<file path="config.mk">
export PLATFORM = sky130hd
export DESIGN_NAME = seg4_bin_encoder
export DESIGN_NICKNAME = d
export VERILOG_FILES = /design/src/rtl/seg7_pkg.sv /design/src/rtl/seg7_digit_decode.sv /design/src/rtl/seg4_bin_encoder.sv
export SDC_FILE = /design/constraint.sdc
export NUM_CORES = 1
export LEC_CHECK = 0
export CAP_MARGIN = 20
export CORE_MARGIN = 2
export CORE_UTILIZATION = 60
export CTS_BUF_LIST = sky130_fd_sc_hd__clkbuf_2 sky130_fd_sc_hd__clkbuf_4 sky130_fd_sc_hd__clkbuf_8
export DETAILED_ROUTE_END_ITERATION = 10
export GPL_ROUTABILITY_DRIVEN = 0
export PLACE_DENSITY = 0.88
export RECOVER_POWER = 50
export SYNTH_ARGS = -nofsm -noshare
export SYNTH_HDL_FRONTEND = slang
export SYNTH_HIERARCHICAL = 1
export SYNTH_SLANG_ARGS = --single-unit
</file>
<file path="constraint.sdc">
create_clock -name clk -period 3.1 [get_ports clk]
set_input_delay 0.62 -clock clk [delete_from_list [all_inputs] [get_ports clk]]
set_output_delay 0.62 -clock clk [all_outputs]
set_load 0.02 [all_outputs]
</file>
<file path="src/rtl/seg7_pkg.sv">
// Shared constants, state encoding and helpers for the binary-to-7-segment feeder.
package seg7_pkg;

   localparam int unsigned BCD_DIGITS = 4;
   localparam int unsigned BIN_W      = 14;
   localparam int unsigned BCD_W      = 4 * BCD_DIGITS;
   localparam int unsigned CNT_W      = 4;
   localparam int unsigned SEG_W      = 8;
   localparam int unsigned MAX_VALUE  = 9999;

   localparam logic [CNT_W-1:0] SHIFT_LAST = CNT_W'(BIN_W - 1);

   localparam logic [6:0] SEG_BLANK = 7'h00;
   localparam logic [6:0] SEG_DASH  = 7'h40;
   localparam logic [6:0] SEG_0     = 7'h3F;
   localparam logic [6:0] SEG_1     = 7'h06;
   localparam logic [6:0] SEG_2     = 7'h5B;
   localparam logic [6:0] SEG_3     = 7'h4F;
   localparam logic [6:0] SEG_4     = 7'h66;
   localparam logic [6:0] SEG_5     = 7'h6D;
   localparam logic [6:0] SEG_6     = 7'h7D;
   localparam logic [6:0] SEG_7     = 7'h07;
   localparam logic [6:0] SEG_8     = 7'h7F;
   localparam logic [6:0] SEG_9     = 7'h6F;

   typedef enum logic [1:0] {
      ST_IDLE  = 2'd0,
      ST_SHIFT = 2'd1,
      ST_LOAD  = 2'd2
   } state_t;

   // Segment pattern (g..a) for one BCD digit; non-decimal codes show nothing.
   function automatic logic [6:0] digit_pattern(input logic [3:0] nibble);
      logic [6:0] pat;
      case (nibble)
         4'd0:    pat = SEG_0;
         4'd1:    pat = SEG_1;
         4'd2:    pat = SEG_2;
         4'd3:    pat = SEG_3;
         4'd4:    pat = SEG_4;
         4'd5:    pat = SEG_5;
         4'd6:    pat = SEG_6;
         4'd7:    pat = SEG_7;
         4'd8:    pat = SEG_8;
         4'd9:    pat = SEG_9;
         default: pat = SEG_BLANK;
      endcase
      return pat;
   endfunction

   // Double-dabble correction: every nibble >= 5 gets +3 before the shift.
   function automatic logic [BCD_W-1:0] dabble_adjust(input logic [BCD_W-1:0] bcd);
      logic [BCD_W-1:0] adj;
      adj = bcd;
      for (int i = 0; i < int'(BCD_DIGITS); i++) begin
         if (bcd[4*i +: 4] >= 4'd5) adj[4*i +: 4] = bcd[4*i +: 4] + 4'd3;
      end
      return adj;
   endfunction

endpackage

</file>
<file path="src/rtl/seg7_digit_decode.sv">
// One digit of segment encoding: dash overrides blank, which overrides the digit.
module seg7_digit_decode
   import seg7_pkg::*;
(
   input  logic [3:0]       nibble,
   input  logic             blank,
   input  logic             dash,
   input  logic             dp,
   output logic [SEG_W-1:0] pattern
);

   logic [6:0] segs;

   always_comb begin
      segs = SEG_BLANK;
      if (dash)        segs = SEG_DASH;
      else if (!blank) segs = digit_pattern(nibble);
   end

   assign pattern = {dp, segs};

endmodule

</file>
<file path="src/rtl/seg4_bin_encoder.sv">
// Binary to four-digit 7-segment feeder: sequential double-dabble, then an
// atomic update of all four digit registers when the conversion completes.
module seg4_bin_encoder
   import seg7_pkg::*;
#(
   parameter bit BLANK_LZ       = 1'b1,
   parameter bit SEG_ACTIVE_LOW = 1'b0
) (
   input  logic             clk,
   input  logic             rst,
   input  logic             in_valid,
   output logic             in_ready,
   input  logic [BIN_W-1:0] in_value,
   input  logic [3:0]       in_dp,
   output logic [SEG_W-1:0] seg_a,
   output logic [SEG_W-1:0] seg_b,
   output logic [SEG_W-1:0] seg_c,
   output logic [SEG_W-1:0] seg_d,
   output logic             done,
   output logic             ovf
);

   localparam logic [SEG_W-1:0] SEG_OFF = {SEG_W{SEG_ACTIVE_LOW}};

   state_t                                state_q, state_nxt;
   logic [BIN_W-1:0]                      shift_q, shift_nxt;
   logic [BCD_W-1:0]                      bcd_q, bcd_nxt;
   logic [CNT_W-1:0]                      cnt_q, cnt_nxt;
   logic [BCD_DIGITS-1:0]                 dp_q, dp_nxt;
   logic                                  ovf_pend_q, ovf_pend_nxt;
   logic [BCD_DIGITS-1:0][SEG_W-1:0]      seg_q, seg_nxt;
   logic                                  done_q, done_nxt;
   logic                                  ovf_q, ovf_nxt;

   logic [BCD_DIGITS-1:0]                 blank;
   logic [BCD_DIGITS-1:0][SEG_W-1:0]      dec;

   // Leading-zero blanking chain from the thousands digit down; ones never blanks.
   always_comb begin
      blank = '0;
      blank[BCD_DIGITS-1] = BLANK_LZ && (bcd_q[BCD_W-1 -: 4] == 4'd0);
      for (int k = int'(BCD_DIGITS) - 2; k >= 1; k--) begin
         blank[k] = blank[k+1] && (bcd_q[4*k +: 4] == 4'd0);
      end
   end

   for (genvar k = 0; k < BCD_DIGITS; k++) begin : g_dig
      seg7_digit_decode u_dec (
         .nibble  (bcd_q[4*k +: 4]),
         .blank   (blank[k]),
         .dash    (ovf_pend_q),
         .dp      (dp_q[k]),
         .pattern (dec[k])
      );
   end

   // Next-state and datapath
   always_comb begin
      state_nxt    = state_q;
      shift_nxt    = shift_q;
      bcd_nxt      = bcd_q;
      cnt_nxt      = cnt_q;
      dp_nxt       = dp_q;
      ovf_pend_nxt = ovf_pend_q;
      seg_nxt      = seg_q;
      done_nxt     = 1'b0;
      ovf_nxt      = ovf_q;
      unique case (state_q)
         ST_IDLE: begin
            if (in_valid) begin
               state_nxt    = ST_SHIFT;
               shift_nxt    = in_value;
               dp_nxt       = in_dp;
               ovf_pend_nxt = (in_value > BIN_W'(MAX_VALUE));
               bcd_nxt      = '0;
               cnt_nxt      = SHIFT_LAST;
            end
         end
         ST_SHIFT: begin
            {bcd_nxt, shift_nxt} = {dabble_adjust(bcd_q), shift_q} << 1;
            cnt_nxt = cnt_q - CNT_W'(1);
            if (cnt_q == '0) state_nxt = ST_LOAD;
         end
         ST_LOAD: begin
            for (int k = 0; k < int'(BCD_DIGITS); k++) seg_nxt[k] = dec[k] ^ SEG_OFF;
            ovf_nxt   = ovf_pend_q;
            done_nxt  = 1'b1;
            state_nxt = ST_IDLE;
         end
         default: state_nxt = ST_IDLE;
      endcase
   end

   always_ff @(posedge clk) begin
      if (rst) begin
         state_q    <= ST_IDLE;
         shift_q    <= '0;
         bcd_q      <= '0;
         cnt_q      <= '0;
         dp_q       <= '0;
         ovf_pend_q <= 1'b0;
         seg_q      <= {BCD_DIGITS{SEG_OFF}};
         done_q     <= 1'b0;
         ovf_q      <= 1'b0;
      end else begin
         state_q    <= state_nxt;
         shift_q    <= shift_nxt;
         bcd_q      <= bcd_nxt;
         cnt_q      <= cnt_nxt;
         dp_q       <= dp_nxt;
         ovf_pend_q <= ovf_pend_nxt;
         seg_q      <= seg_nxt;
         done_q     <= done_nxt;
         ovf_q      <= ovf_nxt;
      end
   end

   assign in_ready = (state_q == ST_IDLE);
   assign seg_a    = seg_q[0];
   assign seg_b    = seg_q[1];
   assign seg_c    = seg_q[2];
   assign seg_d    = seg_q[3];
   assign done     = done_q;
   assign ovf      = ovf_q;

endmodule

</file>
==> run metrics <==
grt total ovfl=0; Max-slew headroom=-0.1987; highest clock rate=393.8 MHz; Sw Pwr=544.6 uW; EDFF count, synth=0; Slew Viols, Final=43; Setup violations, final=0; final core utilization=0.7219; synthesized flop and latch total=75; Pint=1617 uW; Port Buffer Count=55; Slew @ Worst Pin=1.798 ns; min-delay src=seg_c[4]; clk sink count=75; First-pass DRT Iterations=4; Inst Count DP=648; post-synthesis async set-or-reset flop share=0; RSZ-0062 raised after global routing=false; VDD IR max=0.0003225 V; CP max FO=7; total power draw=2161 uW; Worst Hold Depth=2; met2 usage in global routing=0.4172; reg2reg setup slack=0.56 ns; diode count=0; Ys Warns=6; total CTS buffers=9; TritonCTS clock tree=done; launch point of the worst reg-to-reg path=bcd_q[13]; met1 Use GR=0.3058; Routed Antenna Nets=0; Die W=88.67 um; nets=615; Switching Fraction=0.2520; clk root buf=clkbuf_8; Worst-Skew Late Latency=0.35 ns; DR WL/cell=13.60 um; Synth-to-Final Area Change=15.27%; drt initial violations=176; CP most frequent cell=and3_1; post-CTS setup buffer count=0; crit-path cells=inv_1, ha_1, nor3b_1, and3_1, and3_1, or2_0, a311oi_2, nand2_1, a21oi_1; fraction of layout cells with a size suffix above 1=0.07746; run status=finished with violations; Total GRT Usage=0.2467; IO Pins=56; vias per cell=5.489; peak-usage layer in the global routing report=met2; ys flop type=dfxtp_1; largest net degree at the start of global routing=43; combinational share of power=0.120; CP Buf/Inv Count=1; DP HPWL=6139 um; Clk network pwr share=0.402; Pwr per Cell Area=435.9 mW/mm^2; WL final=9033 um; CTS hold repair buffers=0; row count=30; core region area=0.006869 sq mm; Final Skew=0.009196 ns; cts repair resizes=0; cells on worst reg2reg path=9; die area=0.007862 sq mm; clk buf depth=2; Final Cycle Share=0.8191; most common cell after layout, fill and taps aside=nand2_1; Post-Layout Cell Count=664; register area share after synthesis=0.3490; clock-pin slew on the worst setup and hold paths=0.08 ns; Flop pwr share=0.478; Worst R2R End=seg_b[5]; Hold Path Class=flop to flop; CP Data Required Time=3.26 ns; critical path type=flop to flop; max incr delay on CP=0.48 ns; Vias=3645; Slowest cell on crit path=nor3b_1; CP top delay family=simple AND/OR/NAND/NOR gates; Max-cap violations=1; vias in the first global route=3477; synthesized area=0.004302 sq mm; global-route wire length before repair=15320 um; Worst setup EP type=flop; final hold vios=0; die height=88.67 um; P_leak=0.002031 uW; Synth cell types=44; CP Launch Type=flop; H-Tree Depth=3; DR DRC count=0; setup TNS=0 ns; commonest non-fill, non-tap cells in the layout=nand2_1 (82), dfxtp_1 (75), a21oi_1 (67); antenna violations before repair=0; failing checks=max-capacitance violations, max-slew violations; Period minus WS final=2.539 ns; mean post-synth cell area=8.086 sq um; global routing usage on met3=0.03731; WHS Endpoint=seg_c[4]; Mapped Cells=532; Starting Density=0.6262; Arrival @ worst endpoint=2.70 ns; Min Hold Slack=0.4518 ns
synthesized netlist by cell type, types with 5 or more instances:
master	n	area share
buf_4	10	0.017
xor2_1	8	0.016
nor3_1	19	0.022
inv_1	22	0.019
nand2_1	82	0.072
dfxtp_1	75	0.35
a21oi_1	67	0.078
ha_1	31	0.090
buf_6	9	0.024
nand2b_1	14	0.020
nor3b_1	5	0.0087
a211oi_2	8	0.023
a22o_1	11	0.022
buf_2	11	0.013
a211oi_1	5	0.0087
nor2b_1	14	0.020
nor2_1	59	0.051
clkbuf_1	9	0.0079
power groups by stage:
| stage | combinational, uW | sequential [uW] | clock [uW] |
|---|---|---|---|
| global placement | 252 | 1050 | 0 |
| global route | 291 | 1040 | 914 |
| finish | 259 | 1030 | 868 |
| detailed placement | 259 | 1060 | 0 |
| floorplan | 201 | 1050 | 0 |
| CTS | 262 | 1030 | 879 |
state kept, by name, indices dropped and copies added (netlist names), 2 cells and up:
signal   count
state_q      2
bcd_q       16
seg_d        8
dp_q         4
cnt_q        4
seg_b        8
seg_a        8
shift_q     14
seg_c        8
worst register-to-register path, stage by stage, from the launching register on:
cell and delay (ns):
dfxtp_1 0.38, inv_1 0.12, ha_1 0.24, nor3b_1 0.48, and3_1 0.32, and3_1 0.22
or2_0 0.36, a311oi_2 0.09, nand2_1 0.08, a21oi_1 0.07
stage by stage:
step / setup slack [ns] / instance area [sq um]
6_report: 0.5607 / 4959
5_1_grt: 0.4077 / 4959
4_1_cts: 0.7031 / 4972
3_5_place_dp: 0.7171 / 4741
3_3_place_gp: 0.7919 / 4741
2_1_floorplan: 1.046 / 4309
routing by layer:
metal | up-vias | routed length (um) | share of wire
li1 | 1830 | - | -
met2 | 79 | 4427 | 0.49
met1 | 1722 | 4147 | 0.46
met3 | 14 | 310 | 0.034
met5 | - | 0 | 0
met4 | 0 | 148 | 0.016
area by class of cell:
| type | instances | area [sq um] |
|---|---|---|
| Sequential cell | 75 | 1501 |
| Timing Repair Buffer | 62 | 586.8 |
| Tap cell | 96 | 120.1 |
| Fill cell | 536 | 1911 |
| Clock buffer | 12 | 158.9 |
| Multi-Input combinational cell | 393 | 2436 |
| Clock inverter | 4 | 72.57 |
| Inverter | 22 | 82.58 |
worst max-delay path by stage:
stage / end / slack (ns) / startpoint / depth (start not counted)
2_1_floorplan: seg_b[5] / 1.05 / bcd_q[13] / 10
3_3_place_gp: bcd_q[13] / 0.79 / in_valid / 4
3_5_place_dp: seg_b[2] / 0.72 / bcd_q[13] / 9
4_1_cts: seg_b[2] / 0.70 / bcd_q[13] / 9
5_1_grt: ovf_pend_q / 0.41 / rst / 4
6_report: seg_b[5] / 0.56 / bcd_q[13] / 9
logic make-up after synthesis:
family	after synthesis	synth area share
AO/OA/AOI/OAI	117	0.1850
XOR/XNOR	12	0.02443
adder cells (fa/ha/maj)	31	0.09017
other	1	0.0008718
AND/OR/NAND/NOR	222	0.2408
buffers and inverters	66	0.08639
multiplexers	8	0.02327
flip-flops	75	0.3490
(Power assumes the default switching activity.)
